### config.mk
export PLATFORM = sky130hd
export DESIGN_NAME = uart_tx_fifo_p
export DESIGN_NICKNAME = d
export VERILOG_FILES = /design/src/rtl/uart_pkg.sv /design/src/rtl/uart_sync_fifo.sv /design/src/rtl/uart_tx_fifo_p.sv
export SDC_FILE = /design/constraint.sdc
export NUM_CORES = 1
export LEC_CHECK = 0
export ABC_AREA = 1
export CORE_ASPECT_RATIO = 1.25
export CORE_MARGIN = 4
export CORE_UTILIZATION = 59
export DETAILED_ROUTE_END_ITERATION = 6
export GPL_TIMING_DRIVEN = 1
export PLACE_DENSITY = 0.79
export SLEW_MARGIN = 20
export SYNTH_ARGS = -nofsm -noshare
export SYNTH_HDL_FRONTEND = slang
export SYNTH_HIERARCHICAL = 1
export SYNTH_SLANG_ARGS = --single-unit
### constraint.sdc
create_clock -name in_clk -period 2.6 [get_ports in_clk]
set_input_delay 0.78 -clock in_clk [delete_from_list [all_inputs] [get_ports in_clk]]
set_output_delay 0.78 -clock in_clk [all_outputs]
set_load 0.03 [all_outputs]
### src/rtl/uart_pkg.sv
// Shared types and line levels for the UART transmit path.
package uart_pkg;

  typedef enum logic [1:0] {
    PAR_NONE,
    PAR_EVEN,
    PAR_ODD
  } parity_e;

  typedef enum logic [2:0] {
    ST_IDLE,
    ST_START,
    ST_DATA,
    ST_PARITY,
    ST_STOP
  } tx_state_e;

  localparam logic START_BIT = 1'b0;
  localparam logic STOP_BIT  = 1'b1;

endpackage

### src/rtl/uart_sync_fifo.sv
// Single-clock word FIFO with occupancy count; the caller guarantees legal push/pop.
module uart_sync_fifo #(
  parameter int unsigned DATA_W     = 8,
  parameter int unsigned FIFO_DEPTH = 4,
  localparam int unsigned PTR_W     = $clog2(FIFO_DEPTH),
  localparam int unsigned CNT_W     = $clog2(FIFO_DEPTH + 1)
) (
  input  logic              in_clk,
  input  logic              in_rst_n,
  input  logic              push,
  input  logic [DATA_W-1:0] wdata,
  input  logic              pop,
  output logic [DATA_W-1:0] rdata_c,
  output logic              full_c,
  output logic              empty_c,
  output logic [CNT_W-1:0]  cnt
);

  logic [DATA_W-1:0] mem [FIFO_DEPTH];
  logic [PTR_W-1:0]  wr_ptr;
  logic [PTR_W-1:0]  rd_ptr;

  // Storage carries no reset; the pointers define what is valid.
  always_ff @(posedge in_clk) begin
    if (push) begin
      mem[wr_ptr] <= wdata;
    end
  end

  always_ff @(posedge in_clk) begin
    if (!in_rst_n) begin
      wr_ptr <= '0;
      rd_ptr <= '0;
      cnt    <= '0;
    end else begin
      if (push) wr_ptr <= wr_ptr + PTR_W'(1);
      if (pop)  rd_ptr <= rd_ptr + PTR_W'(1);
      case ({push, pop})
        2'b10:   cnt <= cnt + CNT_W'(1);
        2'b01:   cnt <= cnt - CNT_W'(1);
        default: cnt <= cnt;
      endcase
    end
  end

  assign rdata_c = mem[rd_ptr];
  assign full_c  = (cnt == CNT_W'(FIFO_DEPTH));
  assign empty_c = (cnt == '0);

endmodule

### src/rtl/uart_tx_fifo_p.sv
// Buffered UART transmitter: FIFO-fed, LSB-first frames with optional parity
// and 1/2 stop bits, back-to-back frames when words are queued.
module uart_tx_fifo_p
  import uart_pkg::*;
#(
  parameter int unsigned DATA_W     = 8,
  parameter int unsigned CLK_DIV    = 243,
  parameter parity_e     PARITY     = PAR_NONE,
  parameter int unsigned STOP_BITS  = 1,
  parameter int unsigned FIFO_DEPTH = 4,
  localparam int unsigned CNT_W     = $clog2(FIFO_DEPTH + 1)
) (
  input  logic              in_clk,
  input  logic              in_rst_n,
  input  logic [DATA_W-1:0] in_data,
  input  logic              in_valid,
  output logic              out_ready,
  output logic              out_tx,
  output logic              out_busy,
  output logic              out_done,
  output logic [CNT_W-1:0]  out_fifo_cnt
);

  localparam int unsigned DIV_W = $clog2(CLK_DIV);
  localparam int unsigned BIT_W = $clog2(DATA_W);

  tx_state_e         state_q, state_d;
  logic [DIV_W-1:0]  div_q;
  logic [BIT_W-1:0]  bit_q;
  logic              stop_q;
  logic [DATA_W-1:0] shreg_q;
  logic              par_q;
  logic              tx_q, done_q, busy_q;

  logic              push_c, pop_c, tx_c, done_c;
  logic              tick_c, last_bit_c, last_stop_c;
  logic              full_c, empty_c;
  logic [DATA_W-1:0] rdata_c;

  assign push_c      = in_valid & ~full_c;
  assign tick_c      = (div_q == DIV_W'(CLK_DIV - 1));
  assign last_bit_c  = (bit_q == BIT_W'(DATA_W - 1));
  assign last_stop_c = (stop_q == 1'(STOP_BITS - 1));

  uart_sync_fifo #(
    .DATA_W    (DATA_W),
    .FIFO_DEPTH(FIFO_DEPTH)
  ) u_fifo (
    .in_clk  (in_clk),
    .in_rst_n(in_rst_n),
    .push    (push_c),
    .wdata   (in_data),
    .pop     (pop_c),
    .rdata_c (rdata_c),
    .full_c  (full_c),
    .empty_c (empty_c),
    .cnt     (out_fifo_cnt)
  );

  always_ff @(posedge in_clk) begin
    if (!in_rst_n) state_q <= ST_IDLE;
    else           state_q <= state_d;
  end

  // Next state, pop request and the line level for the current bit.
  always_comb begin
    state_d = state_q;
    pop_c   = 1'b0;
    done_c  = 1'b0;
    tx_c    = STOP_BIT;
    unique case (state_q)
      ST_IDLE: begin
        if (!empty_c) begin
          pop_c   = 1'b1;
          state_d = ST_START;
        end
      end
      ST_START: begin
        tx_c = START_BIT;
        if (tick_c) state_d = ST_DATA;
      end
      ST_DATA: begin
        tx_c = shreg_q[0];
        if (tick_c && last_bit_c) begin
          if (PARITY != PAR_NONE) state_d = ST_PARITY;
          else                    state_d = ST_STOP;
        end
      end
      ST_PARITY: begin
        tx_c = par_q;
        if (tick_c) state_d = ST_STOP;
      end
      ST_STOP: begin
        if (tick_c && last_stop_c) begin
          done_c = 1'b1;
          if (!empty_c) begin
            pop_c   = 1'b1;
            state_d = ST_START;
          end else begin
            state_d = ST_IDLE;
          end
        end
      end
      default: state_d = ST_IDLE;
    endcase
  end

  // Bit timing, shift register and registered line outputs.
  always_ff @(posedge in_clk) begin
    if (!in_rst_n) begin
      div_q   <= '0;
      bit_q   <= '0;
      stop_q  <= 1'b0;
      shreg_q <= '0;
      par_q   <= 1'b0;
      tx_q    <= STOP_BIT;
      done_q  <= 1'b0;
      busy_q  <= 1'b0;
    end else begin
      tx_q   <= tx_c;
      done_q <= done_c;
      busy_q <= (state_q != ST_IDLE);
      if (pop_c || state_q == ST_IDLE || tick_c) div_q <= '0;
      else                                       div_q <= div_q + DIV_W'(1);
      if (state_q == ST_DATA && tick_c) begin
        bit_q <= last_bit_c ? '0 : bit_q + BIT_W'(1);
      end
      if (state_q == ST_STOP && tick_c) begin
        stop_q <= last_stop_c ? 1'b0 : ~stop_q;
      end
      if (pop_c) begin
        shreg_q <= rdata_c;
        par_q   <= (PARITY == PAR_ODD) ? ~^rdata_c : ^rdata_c;
      end else if (state_q == ST_DATA && tick_c) begin
        shreg_q <= shreg_q >> 1;
      end
    end
  end

  assign out_ready = ~full_c;
  assign out_tx    = tx_q;
  assign out_busy  = busy_q;
  assign out_done  = done_q;

endmodule

=== Yosys cells after proc, flatten, opt, wreduce, memory -nomap -nowiden ===
Memory sizes are Yosys's and may differ from the RTL's. A register that Yosys moved wholly into a read port is not among the register bits.
Cells that the tools add are included.

* Input port bits: 11
* Latch bits: 0
* Register bits after elaboration: 34
* Bits in read-only memories: 0
* RAM bits: 32
* Memories: 1
* Output and inout bits: 7
* Logic and storage cells: 73

{| class="wikitable"
|+ Memory list
! name !! words !! width !! rd ports !! clocked after memory_dff !! wr ports !! RTL line !! source
|-
| u_fifo.mem || 4 || 8 || 1 || 1 || 1 || uart_sync_fifo.sv:19 || <nowiki>logic [DATA_W-1:0] mem [FIFO_DEPTH];</nowiki>
|}

* Bitwise operators: 4
* Shift operators: 0
* Eq/ne operators: 14
* Multiply operators: 0
* Reduce and logical (&&, ||, !) cells: 15
* Magnitude comparators: 0
* Add/subtract/negate cells: 6
* Muxes and demuxes: 21
* Div/mod/pow operators: 0

{| class="wikitable"
|+ Operator list
! kind !! count
|-
| $mux W3 || 6
|-
| $mux W8 || 2
|-
| $pmux W3 S5 || 1
|-
| $ne A2 B2 Y1 const B || 5
|-
| $eq A3 B3 Y1 const B || 3
|-
| $add A8 B1 Y8 const B || 1
|-
| $eq A8 B8 Y1 const B || 1
|-
| $reduce_xor A8 Y1 || 1
|-
| $mux W1 || 7
|-
| $add A3 B1 Y3 const B || 2
|-
| $eq A3 B2 Y1 const B || 2
|-
| $logic_not A3 Y1 || 2
|-
| $pmux W3 S2 || 1
|-
| $reduce_and A5 Y1 || 1
|-
| $add A2 B1 Y2 const B || 2
|-
| $logic_and A1 B1 Y1 || 4
|-
| $mux W2 || 2
|-
| $reduce_bool A2 Y1 || 2
|-
| $eq A3 B1 Y1 const B || 1
|-
| $not A1 Y1 || 3
|-
| $pmux W1 S3 || 1
|-
| $reduce_bool A3 Y1 || 1
|-
| $sub A3 B1 Y3 const B || 1
|-
| $eq A2 B1 Y1 const B || 1
|-
| other kinds (6) || 7
|}

=== Depth between registers and ports, before layout ===
* Word-level depth: 7
* Mapped depth: 15
* Mapped depth without buffers: 15

=== Hierarchy ===
The synthesis kept the hierarchy.

{| class="wikitable"
|+ Modules (own cells, without submodules)
! module !! times used !! cells each !! area an instance (um2) !! sequential area each (um2)
|-
| uart_sync_fifo || 1 || 133 || 1634.1 || 1141.1
|-
| uart_tx_fifo_p || 1 || 197 || 1470.2 || 520.5
|}

=== Least setup slack after synthesis ===
Ideal clock, no wire load.

* Path kind: register -> register
* Start point: reg u_fifo.cnt[1]
* End point: reg u_fifo.cnt[2]
* Period minus slack after synthesis: 2166 ps
* Setup time: 110 ps
* Arrival time: 2056 ps
* Required time: 2490 ps
* Stages on the path, launching flop included: 13
* Slack: 434 ps
* Path buffers: 0
* Cells stage by stage: dfxtp_1 nor3_1 nor2_8 a21boi_2 ha_1 inv_1 fa_1 inv_1 nand2_1 nand3_1 nand2_1 inv_1 nor2_1

* Word-level cells in the longest chain between the ends: 6
* Elaborated cells between the ends (all ways): 13
* Those cells by class: 2 x add/sub; 3 x eq/ne; 4 x mux; 2 x bitwise; 2 x reduce/logical

{| class="wikitable"
|+ RTL lines
! element !! RTL line !! source
|-
| from (decl) || uart_sync_fifo.sv:16 || <nowiki>output logic [CNT_W-1:0] cnt</nowiki>
|-
| from (signal assigned) || uart_sync_fifo.sv:39 || <nowiki>2'b10: cnt <= cnt + CNT_W'(1);</nowiki>
|-
| from (signal assigned) || uart_sync_fifo.sv:40 || <nowiki>2'b01: cnt <= cnt - CNT_W'(1);</nowiki>
|-
| from (signal assigned) || uart_sync_fifo.sv:41 || <nowiki>default: cnt <= cnt;</nowiki>
|-
| $logic_not A3 Y1 * || uart_sync_fifo.sv:48 || <nowiki>assign empty_c = (cnt == '0);</nowiki>
|-
| via empty_c || uart_tx_fifo_p.sv:37 || <nowiki>logic full_c, empty_c;</nowiki>
|-
| $mux W1 * || uart_tx_fifo_p.sv:73, uart_tx_fifo_p.sv:96 ||
|-
| $mux W1 || uart_tx_fifo_p.sv:94 || <nowiki>if (tick_c && last_stop_c) begin</nowiki>
|-
| $pmux W1 S2 * || uart_tx_fifo_p.sv:71 || <nowiki>unique case (state_q)</nowiki>
|-
| via pop_c || uart_tx_fifo_p.sv:35 || <nowiki>logic push_c, pop_c, tx_c, done_c;</nowiki>
|-
| $eq A2 B1 Y1 or $eq A2 B2 Y1 (tied branches) || uart_sync_fifo.sv:38 || <nowiki>case ({push, pop})</nowiki>
|-
| $pmux W3 S2 or $reduce_bool A2 Y1 (tied branches) || -- ||
|}

Mark *: on every way through the listed nets, which the timed path passes. The rest lies on a longest branch.
A chain may end at the register's enable or synchronous reset.

=== Worst setup path after layout ===
* Start point: reg u_fifo.cnt[2]
* End point: out out_ready

* Word-level cells in the longest chain between the ends: 2

{| class="wikitable"
|+ RTL lines
! element !! RTL line !! source
|-
| $eq A3 B3 Y1 || uart_sync_fifo.sv:47 || <nowiki>assign full_c = (cnt == CNT_W'(FIFO_DEPTH));</nowiki>
|-
| via full_c || uart_tx_fifo_p.sv:37 ||
|-
| $not A1 Y1 || uart_tx_fifo_p.sv:140 || <nowiki>assign out_ready = ~full_c;</nowiki>
|-
| to (decl) || uart_tx_fifo_p.sv:17 || <nowiki>output logic out_ready,</nowiki>
|}

The timed path passes the listed nets, and every way through them passes these cells.

==> summary.md <==
| Metric | Value |
|---|---|
| Post-Synth XOR/XNOR Area | 0.02539 |
| Ant. Diodes | 0 |
| Reg2reg end | u_fifo/cnt[2] |
| Cell area after synthesis | 3104 µm² |
| Max-Cap Viols | 0 |
| Maximum root-to-sink buffer count | 2 |
| Max IR drop VDD | 0.6050 mV |
| Master of the slowest instance on the critical path | clkdlybuf4s50_1 |
| Fin Setup TNS | 0 ns |
| Die Height | 89.10 µm |
| Post-Syn Nets | 351 |
| Most used DFF post-synth | dfxtp_1 |
| Vias per cell | 5.259 |
| CP Capture Type | output port |
| # nets final | 379 |
| Layout area overhead | 12.90% |
| Largest family of logic cells by synthesized area | simple AND/OR/NAND/NOR gates |
| Mux share of post-synthesis cell area | 0 |
| Hpwl dp | 3852 µm |
| # Post-CTS Setup Buffers | 0 |
| RePlAce Congestion | 0.8237 |
| Critical path type | reg2out |
| Port Buf Inserts | 17 |
| Wire length per cell | 12.83 µm |
| Core area | 5080 µm² |
| # DRC | 0 |
| Final setup viols | 0 |
| GR Util All Layers | 0.1903 |
| Root buffer cell | clkbuf_8 |
| Synth warn | 6 |
| Compound-gate portion of the synthesized area | 0.1044 |
| Status | completed |
| Hold Crit Start | u_fifo/rd_ptr[1] |
| Max incr delay on CP | 0.59 ns |
| CP max FO | 4 |
| P per Cell Area | 1018 nW/µm² |
| Min cycle time layout | 2.415 ns |
| Worst slew pin tran | 0.4451 ns |
| Post-synth EDFFs | 32 |
| Full die area | 6493 µm² |
| Syn Inst Count | 330 |
| Final Cycle Share | 0.9289 |
| Global-route wire length before repair | 9328 µm |
| Clock transition at path regs | 0.07 ns |
| TritonCTS clock tree | built |
| Reg2reg path depth | 13 |
| Die Span X | 72.88 µm |
| Largest net degree at the start of global routing | 17 |
| Crit path top cell by count | inv_1 |
| Final Instance Area | 3505 µm² |
| Post-synthesis sequential area ratio | 0.5353 |
| CP startpoint | u_fifo/cnt[2] |
| Critical path required time | 1.82 ns |
| Layout cells sized above 1 | 0.1322 |
| Rel. slew slack | 0.7029 |
| Fillers | 416 |
| Hold path depth | 1 |
| Final WL | 5453 µm |
| TritonCTS buffer count | 9 |
| Post-synthesis adder-cell area fraction | 0.04272 |
| Area of the multi-input gates | 1274 µm² |
| Synthesized area per cell | 9.407 µm² |
| Top delay family on crit path | buffers and inverters |
| Final Max Tran Viols | 0 |
| Initial antenna violation count | 0 |
| Pre-CTS WS | 0.1525 ns |
| H-tree depth | 3 |
| Site Rows | 29 |
| Post-synth ARST share | 0 |
| Crit start category | flop |
| Synth Area in Simple Gates | 0.2378 |
| P_leak | 1.432 nW |
| Final worst setup slack | 0.1848 ns |
| Yosys reg bits | 67 |
| Sequential Area | 1662 µm² |
| GR Overflow Total | 0 |
| Unique masters post-synth | 32 |
| Crit path buffers/inverters | 3 |
| Iter 0 DRT Violations | 157 |
| Initial core utilization | 0.6111 |
| DRT Pass-1 Iters | 4 |
| Post-cts gate resize count | 0 |
| Hold WC Path Type | reg2reg |
| RSZ-0062 raised after global routing | no |
| R2R Setup Slk | 0.40 ns |
| Vias in the first global route | 2117 |
| Fin. Hold Viols | 0 |
| DP Area | 3344 µm² |
| Overall power | 3.568 mW |
| Vias | 2235 |
| CTS Sinks | 67 |
| Arr. time, crit path | 1.64 ns |
| Worst-skew pair later-pin latency | 0.34 ns |
| RR Startpoint | u_fifo/cnt[1] |
| Hold buffer count at CTS | 0 |
| Critical-path cell list | inv_1, nor3_1, inv_1, clkdlybuf4s50_1 |
| Clock Skew | 0.009167 ns |
| Post-route ant nets | 0 |
| I/O Pins | 18 |
| Maximum clock rate | 414.0 MHz |
[routing by layer]
layer  share of wire  up-vias  GRT usage
met1            0.43     1018     0.2143
met2            0.52       38     0.3350
met3           0.040        8    0.06187
met5               0        -          0
met4           0.013        0    0.07047
li1                -     1171          -
[cell usage after synthesis, types with 2 or more instances]
master	number	area [µm²]
a21oi_1	19	95.09
a21oi_2	2	17.52
buf_6	3	33.78
dfxtp_1	35	700.7
edfxtp_1	32	960.9
ha_1	9	112.6
inv_1	29	108.9
inv_2	4	15.01
nand2_1	51	191.4
nand2_2	7	43.79
nand2_4	4	45.04
nand3_1	23	115.1
nand3b_1	7	52.55
nand4_1	3	18.77
nor2_1	35	131.4
nor2_2	6	37.54
nor2_8	2	40.04
nor3_1	6	30.03
nor3b_1	2	15.01
o21ai_0	21	105.1
o21ai_1	3	15.01
o21ai_2	2	17.52
o22ai_1	9	56.30
xnor2_1	5	43.79
xor2_1	4	35.03
[cell families after synthesis]
group,after synthesis
flip-flops,67
XOR/XNOR,9
buffers and inverters,38
AND/OR/NAND/NOR,148
adder cells (fa/ha/maj),10
AO/OA/AOI/OAI,58
[worst register-to-register path, stage by stage, from the launching register on]
cell and delay (ns):
dfxtp_1 0.40, nor3_1 0.06, buf_4 0.15, nor2_8 0.19, a21boi_2 0.32, ha_1 0.22, inv_1 0.06, fa_1 0.38
inv_1 0.06, nand2_1 0.06, nand3_1 0.07, nand2_1 0.05, inv_1 0.05, nor2_1 0.03
[layout make-up]
class / instances / share of cell area
Multi-Input combinational cell: 225 / 0.3634
Clock inverter: 6 / 0.009282
Clock buffer: 10 / 0.03642
Sequential cell: 67 / 0.4741
Timing Repair Buffer: 22 / 0.05926
Inverter: 33 / 0.03534
Tap cell: 62 / 0.02213
[flip-flops by register name, summed over array words and instances (netlist names), named ones only]
name,cells
out_tx,1
shreg_q,8
u_fifo/rd_ptr,2
div_q,8
state_q,3
u_fifo/cnt,3
par_q,1
bit_q,3
out_done,1
out_busy,1
u_fifo/mem,32
u_fifo/wr_ptr,2
[how the worst max path moves through the flow]
stage	cells past startpoint	slack, ns	to
floorplan	12	0.43	u_fifo/cnt[2]
detailed placement	13	0.15	u_fifo/cnt[2]
global route	4	0.06	out_ready
CTS	4	0.16	out_ready
finish	4	0.18	out_ready
global placement	13	0.21	u_fifo/cnt[2]
[layout by cell type, fill, tap and decap left out, types with 9 or more instances in the layout]
master and count:
nand2_1 51, nor2_1 35, dfxtp_1 35, edfxtp_1 32, inv_1 29, nand3_1 23, o21ai_0 21, a21oi_1 19
clkdlybuf4s50_1 17, o22ai_1 9, ha_1 9, clkbuf_8 9
[power by group]
| part | internal [mW] | leakage, nW | total, mW | switching (mW) |
|---|---|---|---|---|
| registers | 1.29 | 0.580 | 1.41 | 0.129 |
| clock network | 0.337 | 0.0872 | 0.714 | 0.377 |
| logic | 0.558 | 0.764 | 1.44 | 0.883 |
| total | 2.18 | 1.43 | 3.57 | 1.39 |
[through the flow]
step	hold WS, ns	cells	util
finish	0.4315	425	0.6899
global route	0.4464	425	0.6899
CTS	0.4348	425	0.6899
detailed placement	0.4251	409	0.6584
global placement	0.4186	409	0.6584
floorplan	0.4115	330	-
Power figures use the tool's default switching activity.
